**config.mk**
```make
export PLATFORM = sky130hd
export DESIGN_NAME = alu_seq
export DESIGN_NICKNAME = d
export VERILOG_FILES = /design/src/rtl/alu_seq.sv
export SDC_FILE = /design/constraint.sdc
export NUM_CORES = 1
export LEC_CHECK = 0
export ABC_AREA = 1
export CAP_MARGIN = 30
export CORE_MARGIN = 3
export CORE_UTILIZATION = 48
export CTS_BUF_LIST = sky130_fd_sc_hd__clkbuf_8
export DETAILED_ROUTE_END_ITERATION = 12
export HOLD_SLACK_MARGIN = 0.02
export PLACE_DENSITY_LB_ADDON = 0.15
export REMOVE_ABC_BUFFERS = 1
export SYNTH_ARGS = -nofsm -noshare
export SYNTH_HDL_FRONTEND = slang
export SYNTH_SLANG_ARGS = --single-unit
export TNS_END_PERCENT = 10
```
**constraint.sdc**
```tcl
create_clock -name clk -period 2.35 [get_ports clk]
set_clock_uncertainty 0.05 [all_clocks]
set_input_delay 0.3525 -clock clk [delete_from_list [all_inputs] [get_ports clk]]
set_output_delay 0.3525 -clock clk [all_outputs]
set_load 0.1 [all_outputs]
```
**src/rtl/alu_seq.sv**
```systemverilog
// Accumulator-based command sequencer feeding an external combinational 8-bit ALU.
// Optional zero/negative flags are compiled in with `define ALU_SEQ_FLAGS_EN.
module alu_seq #(
  parameter int                 DATA_W   = 8,
  parameter logic [DATA_W-1:0]  ACC_INIT = '0
) (
  input  logic              clk,
  input  logic              rst_n,
  input  logic              cmd_valid,
  output logic              cmd_ready,
  input  logic              cmd_load,
  input  logic [3:0]        cmd_code,
  input  logic [DATA_W-1:0] cmd_imm,
  output logic [DATA_W-1:0] op1,
  output logic [DATA_W-1:0] op2,
  output logic [4:0]        code,
  input  logic [DATA_W-1:0] alu_res,
  output logic              res_valid,
  input  logic              res_ready,
  output logic [DATA_W-1:0] res_data,
  output logic              res_err
`ifdef ALU_SEQ_FLAGS_EN
  ,
  output logic              flag_z,
  output logic              flag_n
`endif
);

  localparam logic [3:0] CODE_DIV = 4'h3;

  typedef enum logic [1:0] {
    IDLE = 2'd0,
    EXEC = 2'd1,
    DONE = 2'd2
  } state_t;

  state_t            state, state_nxt;
  logic [DATA_W-1:0] acc;
  logic              issue;
  logic              acc_ld_imm;
  logic              acc_ld_alu;
  logic              err_set;
  logic              err_clr;

  // The only arithmetic the sequencer owns: rejecting a divide by zero
  // before it ever reaches the ALU.
  function automatic logic is_div_zero(input logic [3:0] c, input logic [DATA_W-1:0] imm);
    return (c == CODE_DIV) && (imm == '0);
  endfunction

  always_ff @(posedge clk or negedge rst_n) begin
    if (!rst_n) state <= IDLE;
    else        state <= state_nxt;
  end

  always_comb begin
    state_nxt  = state;
    issue      = 1'b0;
    acc_ld_imm = 1'b0;
    acc_ld_alu = 1'b0;
    err_set    = 1'b0;
    err_clr    = 1'b0;
    unique case (state)
      IDLE: begin
        if (cmd_valid) begin
          if (cmd_load) begin
            acc_ld_imm = 1'b1;
            err_clr    = 1'b1;
            state_nxt  = DONE;
          end else if (is_div_zero(cmd_code, cmd_imm)) begin
            err_set    = 1'b1;
            state_nxt  = DONE;
          end else begin
            issue      = 1'b1;
            err_clr    = 1'b1;
            state_nxt  = EXEC;
          end
        end
      end
      EXEC: begin
        acc_ld_alu = 1'b1;
        state_nxt  = DONE;
      end
      DONE: begin
        if (res_ready) state_nxt = IDLE;
      end
      default: state_nxt = IDLE;
    endcase
  end

  // ALU operand registers stay put outside an issue so the ALU output is stable in EXEC
  always_ff @(posedge clk or negedge rst_n) begin
    if (!rst_n) begin
      acc     <= ACC_INIT;
      op1     <= '0;
      op2     <= '0;
      code    <= '0;
      res_err <= 1'b0;
    end else begin
      if (issue) begin
        op1  <= acc;
        op2  <= cmd_imm;
        code <= {1'b0, cmd_code};
      end
      if (acc_ld_imm)      acc <= cmd_imm;
      else if (acc_ld_alu) acc <= alu_res;
      if (err_set)         res_err <= 1'b1;
      else if (err_clr)    res_err <= 1'b0;
    end
  end

`ifdef ALU_SEQ_FLAGS_EN
  // Flags track every accumulator write; a rejected divide leaves them alone.
  always_ff @(posedge clk or negedge rst_n) begin
    if (!rst_n) begin
      flag_z <= 1'b0;
      flag_n <= 1'b0;
    end else if (acc_ld_imm) begin
      flag_z <= (cmd_imm == '0);
      flag_n <= cmd_imm[DATA_W-1];
    end else if (acc_ld_alu) begin
      flag_z <= (alu_res == '0);
      flag_n <= alu_res[DATA_W-1];
    end
  end
`endif

  assign cmd_ready = (state == IDLE);
  assign res_valid = (state == DONE);
  assign res_data  = acc;

endmodule

```
# [Word level (Yosys, flattened, before mapping)]
# Index checks and enable logic that the tools add are counted.
[word_totals] inputBits=25 regBits=31 wordCells=41 output_inout_bits=32
[op_classes] reduce_logical=6 n_eq_ne=5 muxes=24
[op_table] operator="two-way mux 1 bit" count=17
[op_table] operator="two-way mux 8 bit" count=2
[op_table] operator="zero test 8 bit" count=1
[op_table] operator="two-way mux 2 bit" count=4
[op_table] operator="one-hot mux 2 bit (3 select lines)" count=1
[op_table] operator="equality test 4 x 2 -> 1 bit, second input constant" count=1
[op_table] operator="nonzero test 2 bit" count=2
[op_table] operator="equality test 2 x 1 -> 1 bit, second input constant" count=1
[op_table] operator="equality test 2 bit, second input constant" count=1
[op_table] operator="zero test 2 bit" count=1
[op_table] operator="inequality test 2 x 1 -> 1 bit, second input constant" count=1
[op_table] operator="inequality test 2 bit, second input constant" count=1
[op_table] operator="AND reduction 2 bit" count=1
[op_table] operator="logical AND 1 bit" count=1

# [Longest topological paths before layout]
[depth] word_depth=8 mapped_depth=8

# [Least setup slack after synthesis]
# No wires, ideal clock.
[synth_timing] path_kind="register to output" start="reg state[1]" end="out res_valid" required_ns=1.947 path_stages_with_launch=4 t_arrival_ns=1.913 slack_ns=0.035 n_path_buf=1 cell_sequence="dfrtp_1 > inv_1 > clkbuf_1 > nor2_1"
[synth_between] elab_chain_len=1
[synth_rtl] element="start, declared" line_no="37" rtl="state_t state, state_nxt;"
[synth_rtl] element="start signal, assigned" line_no="53" rtl="else state <= state_nxt;"
[synth_rtl] element="equality test 2 bit" line_no="129" rtl="assign res_valid = (state == DONE);"
[synth_rtl] element="end, declared" line_no="18" rtl="output logic res_valid,"
# No other way between the ends.

# [Worst setup path in the final report]
[layout_timing] start="in cmd_imm[4]" end="reg op2[2]"
[layout_between] elab_chain_len=6
[layout_rtl] element="start, declared" line_no="13" rtl="input logic [DATA_W-1:0] cmd_imm,"
[layout_rtl] element="zero test 8 bit" line_no="48" rtl="return (c == CODE_DIV) && (imm == '0);"
[layout_rtl] element="logical AND 1 bit" line_no="48"
[layout_rtl] element="two-way mux 1 bit" line_no="70" rtl="end else if (is_div_zero(cmd_code, cmd_imm)) begin"
[layout_rtl] element="two-way mux 1 bit" line_no="66" rtl="if (cmd_load) begin"
[layout_rtl] element="two-way mux 1 bit" line_no="65" rtl="if (cmd_valid) begin"
[layout_rtl] element="two-way mux 1 bit" line_no="63" rtl="unique case (state)"
[layout_rtl] element="end signal, assigned" line_no="102" rtl="op2 <= cmd_imm;"
[layout_rtl] element="end, declared" line_no="15" rtl="output logic [DATA_W-1:0] op2,"
# No other way between the ends.
# A chain may end at the register's enable or synchronous reset.

==> metrics.txt <==
# TYPE chip_impl_metric gauge
chip_impl_metric{name="wire_length_of_the_first_global_routing_pass",unit="um"} 5660
chip_impl_metric{name="filler_instances",unit=""} 227
chip_impl_metric{name="core.rowCount",unit=""} 19
chip_impl_metric{name="cts.htree.levels",unit=""} 2
chip_impl_metric{name="number_of_global_route_vias_before_repair",unit=""} 1244
chip_impl_metric{name="cap_viol_max_count",unit=""} 0
chip_impl_info{name="outcome",value="completed"} 1
chip_impl_info{name="netlist.top_cell.by_area",value="sky130_fd_sc_hd__dfrtp_1"} 1
chip_impl_metric{name="final_layout_size_suffix_gt1_share",unit="%"} 21.6
chip_impl_metric{name="area_overhead_of_the_layout_relative_to_synthesis",unit="%"} 39.9
chip_impl_metric{name="antenna_violations_before_repair",unit=""} 0
chip_impl_metric{name="buffer_depth_of_the_longest_clock_path",unit=""} 2
chip_impl_info{name="crit_type",value="in2reg"} 1
chip_impl_metric{name="avgViaCountPerCell",unit=""} 5.15
chip_impl_metric{name="synthesis.area",unit="mm^2"} 0.00142
chip_impl_metric{name="num_io_pins",unit=""} 57
chip_impl_metric{name="design.die.area",unit="mm^2"} 0.00364
chip_impl_info{name="cts_root_buffer",value="sky130_fd_sc_hd__clkbuf_8"} 1
chip_impl_metric{name="ys_ff_latch",unit=""} 31
chip_impl_metric{name="globalplace.congestion",unit=""} 0.828
chip_impl_metric{name="ys_types",unit=""} 16
chip_impl_metric{name="grt_util_all_layers",unit="%"} 21.4
chip_impl_metric{name="layout.nets",unit=""} 246
chip_impl_metric{name="worst-endpoint-arrival",unit="ps"} 1970
chip_impl_info{name="critical-path-top-delay-family",value="simple AND/OR/NAND/NOR gates"} 1
chip_impl_metric{name="fmax",unit="GHz"} 0.555
chip_impl_metric{name="global_route.overflow_total",unit=""} 0
chip_impl_metric{name="dieHeight",unit="um"} 60.3
chip_impl_info{name="synth.top_cells.by_count",value="54 x sky130_fd_sc_hd__nand2_1, 37 x sky130_fd_sc_hd__nand3_1, 31 x sky130_fd_sc_hd__dfrtp_1"} 1
chip_impl_metric{name="dieWidth",unit="um"} 60.3
chip_impl_metric{name="final_max_slew_viol_count",unit=""} 0
chip_impl_metric{name="post_cts_buffers",unit=""} 0
chip_impl_metric{name="vias",unit=""} 1303
chip_impl_metric{name="tritoncts.num_buffers",unit=""} 5
chip_impl_metric{name="synth.avg_cell_area",unit="um^2"} 8.54
chip_impl_info{name="synth.top_cells.by_area",value="sky130_fd_sc_hd__dfrtp_1 55%, sky130_fd_sc_hd__nand2_1 14%, sky130_fd_sc_hd__nand3_1 13%, sky130_fd_sc_hd__o211ai_1 4.2%, sky130_fd_sc_hd__inv_1 3.2%"} 1
chip_impl_metric{name="cts_hold_buffers",unit=""} 0
chip_impl_metric{name="register_to_register_setup_slack",unit="ps"} 560
chip_impl_info{name="r2r_end",value="op2[2]"} 1
chip_impl_metric{name="post_cts_resize_count",unit=""} 0
chip_impl_info{name="synth_top_flop_cell",value="sky130_fd_sc_hd__dfrtp_1"} 1
chip_impl_metric{name="synth-edff-count",unit=""} 0
chip_impl_metric{name="post-route-drc-count",unit=""} 0
chip_impl_metric{name="max_stage_delay",unit="ps"} 450
chip_impl_metric{name="cp_num_buf_inv",unit=""} 2
chip_impl_metric{name="crit_fanout",unit=""} 21
chip_impl_metric{name="cts_num_sinks",unit=""} 31
chip_impl_metric{name="diodes",unit=""} 0
chip_impl_info{name="grt_setup_unrepaired",value="false"} 1
chip_impl_metric{name="period_minus_slack",unit="ps"} 1800
chip_impl_info{name="post-synth-top-count-cell",value="sky130_fd_sc_hd__nand2_1"} 1
chip_impl_metric{name="layout.cell_area.non_filler",unit="mm^2"} 0.00198
chip_impl_metric{name="critical_path_required",unit="ps"} 2520
chip_impl_metric{name="post-dp-hpwl",unit="um"} 2530
chip_impl_metric{name="synth_warnings",unit=""} 0
chip_impl_metric{name="drt_pre_antenna_iters",unit=""} 4
chip_impl_metric{name="min_period_over_period",unit="%"} 76.7
chip_impl_info{name="worst_reg2reg_startpoint",value="state[0]"} 1
chip_impl_metric{name="numPortBuffers",unit=""} 55
chip_impl_metric{name="post_dp_cell_area",unit="mm^2"} 0.00188
chip_impl_metric{name="grt_start_max_net_pins",unit=""} 32
chip_impl_metric{name="floorplan.initialDensity",unit="%"} 51.0
chip_impl_info{name="timing.hold.worst.class",value="in2async"} 1
chip_impl_metric{name="dr.first_iter.drc_count",unit=""} 75
chip_impl_metric{name="clk_pin_slew_worst_paths",unit="ps"} 70
chip_impl_metric{name="finalSetupTns",unit="ps"} 0
chip_impl_metric{name="detail-route-antenna-nets",unit=""} 0
chip_impl_info{name="crit_slowest_cell",value="sky130_fd_sc_hd__nand2_2"} 1
chip_impl_metric{name="ys_seq_area_share",unit="%"} 54.7
chip_impl_metric{name="r2r_cells",unit=""} 6
chip_impl_metric{name="synthArstFlopShare",unit="%"} 100
chip_impl_info{name="tritoncts",value="done"} 1
chip_impl_metric{name="hold_ws",unit="ps"} 403
chip_impl_metric{name="core",unit="mm^2"} 0.00278
chip_impl_metric{name="later_pin_clock_latency_in_the_skew_report",unit="ps"} 290
chip_impl_metric{name="routedWlPerCell",unit="um"} 13.8
chip_impl_info{name="cp-start-kind",value="input port"} 1
chip_impl_info{name="crit_path_cell_trace",value="clkdlybuf4s50_1 -> inv_1 -> nand2_1 -> nor2_1 -> nand3_1 -> nand2_2 -> nand2_1 -> nand2_1"} 1
chip_impl_metric{name="final_hold_viol_count",unit=""} 0
chip_impl_info{name="path_common_cell",value="sky130_fd_sc_hd__nand2_1"} 1
chip_impl_metric{name="detail_route.wirelength",unit="um"} 3500
chip_impl_metric{name="synth_largest_type_area_fraction",unit="%"} 54.7
chip_impl_info{name="worstSetupEndpointType",value="flip-flop"} 1
chip_impl_metric{name="syn_inst_count",unit=""} 166
chip_impl_metric{name="final-setup-viol-count",unit=""} 0
==> worst reg2reg max path: stages (launching register included) <==
cell and delay [ps]:
sky130_fd_sc_hd__dfrtp_1 530, sky130_fd_sc_hd__nor2_4 180, sky130_fd_sc_hd__nand2_2 100, sky130_fd_sc_hd__nor2_4 250, sky130_fd_sc_hd__nand2_2 330, sky130_fd_sc_hd__nand2_1 160, sky130_fd_sc_hd__nand2_1 70
==> routing by layer <==
| layer | GRT usage (%) | routed length (um) | share of wire [%] | up-vias |
|---|---|---|---|---|
| met5 | 0 | 0 | 0 | - |
| met4 | 6.65 | 46 | 1.3 | 0 |
| met3 | 6.60 | 244 | 7.0 | 7 |
| met2 | 35.5 | 1750 | 50 | 44 |
| met1 | 26.7 | 1470 | 42 | 611 |
| li1 | - | - | - | 641 |
==> placed cells by master, fill, tap and decap left out, drive strengths merged <==
master / instances
nor2: 7
nand2: 56
conb: 1
clkbuf: 7
nand3: 38
o21ai: 1
inv: 15
o211ai: 8
clkdlybuf4s50: 24
dfrtp: 31
buf: 34
==> worst max-delay path by stage <==
stage	start	to	cells after the start
2_1_floorplan	state[0]	res_valid	1
3_3_place_gp	cmd_imm[5]	op2[3]	8
3_5_place_dp	cmd_imm[4]	op1[0]	8
4_1_cts	cmd_imm[4]	op2[2]	8
5_1_grt	cmd_imm[4]	op2[3]	8
6_report	cmd_imm[4]	op2[2]	8
==> state kept, by name, indices dropped and copies added, names as in the netlist <==
name / flops
res_data: 8
code: 4
op2: 8
op1: 8
state: 2
res_err: 1
==> stage by stage <==
step | utilization (%) | instances | worst slack [ps]
2_1_floorplan | - | 156 | 130
3_3_place_gp | 67.7 | 245 | 348
3_5_place_dp | 67.7 | 245 | 273
4_1_cts | 71.3 | 253 | 561
5_1_grt | 71.3 | 253 | 363
6_report | 71.3 | 253 | 548
==> logic make-up (layout without fill, tap and decap cells) <==
family / Yosys count / after routing / synth area share, %
buffers and inverters: 24 / 80 / 8.56
AO/OA/AOI/OAI: 9 / 9 / 4.59
flip-flops: 31 / 31 / 54.7
AND/OR/NAND/NOR: 101 / 101 / 31.9
other: 1 / 1 / 0.265
==> cell type report <==
cell class	instances	area [um^2]	area share, %
Clock inverter	1	3.75	0.189
Clock buffer	7	96.3	4.86
Tap cell	31	38.8	1.96
Multi-Input combinational cell	111	520	26.2
Sequential cell	31	776	39.1
Inverter	14	52.6	2.65
Timing Repair Buffer	58	495	25.0
Power is left out: the tool's default activity adds up to more than one toggle a clock period on the data nets, which glitch-free logic cannot reach.
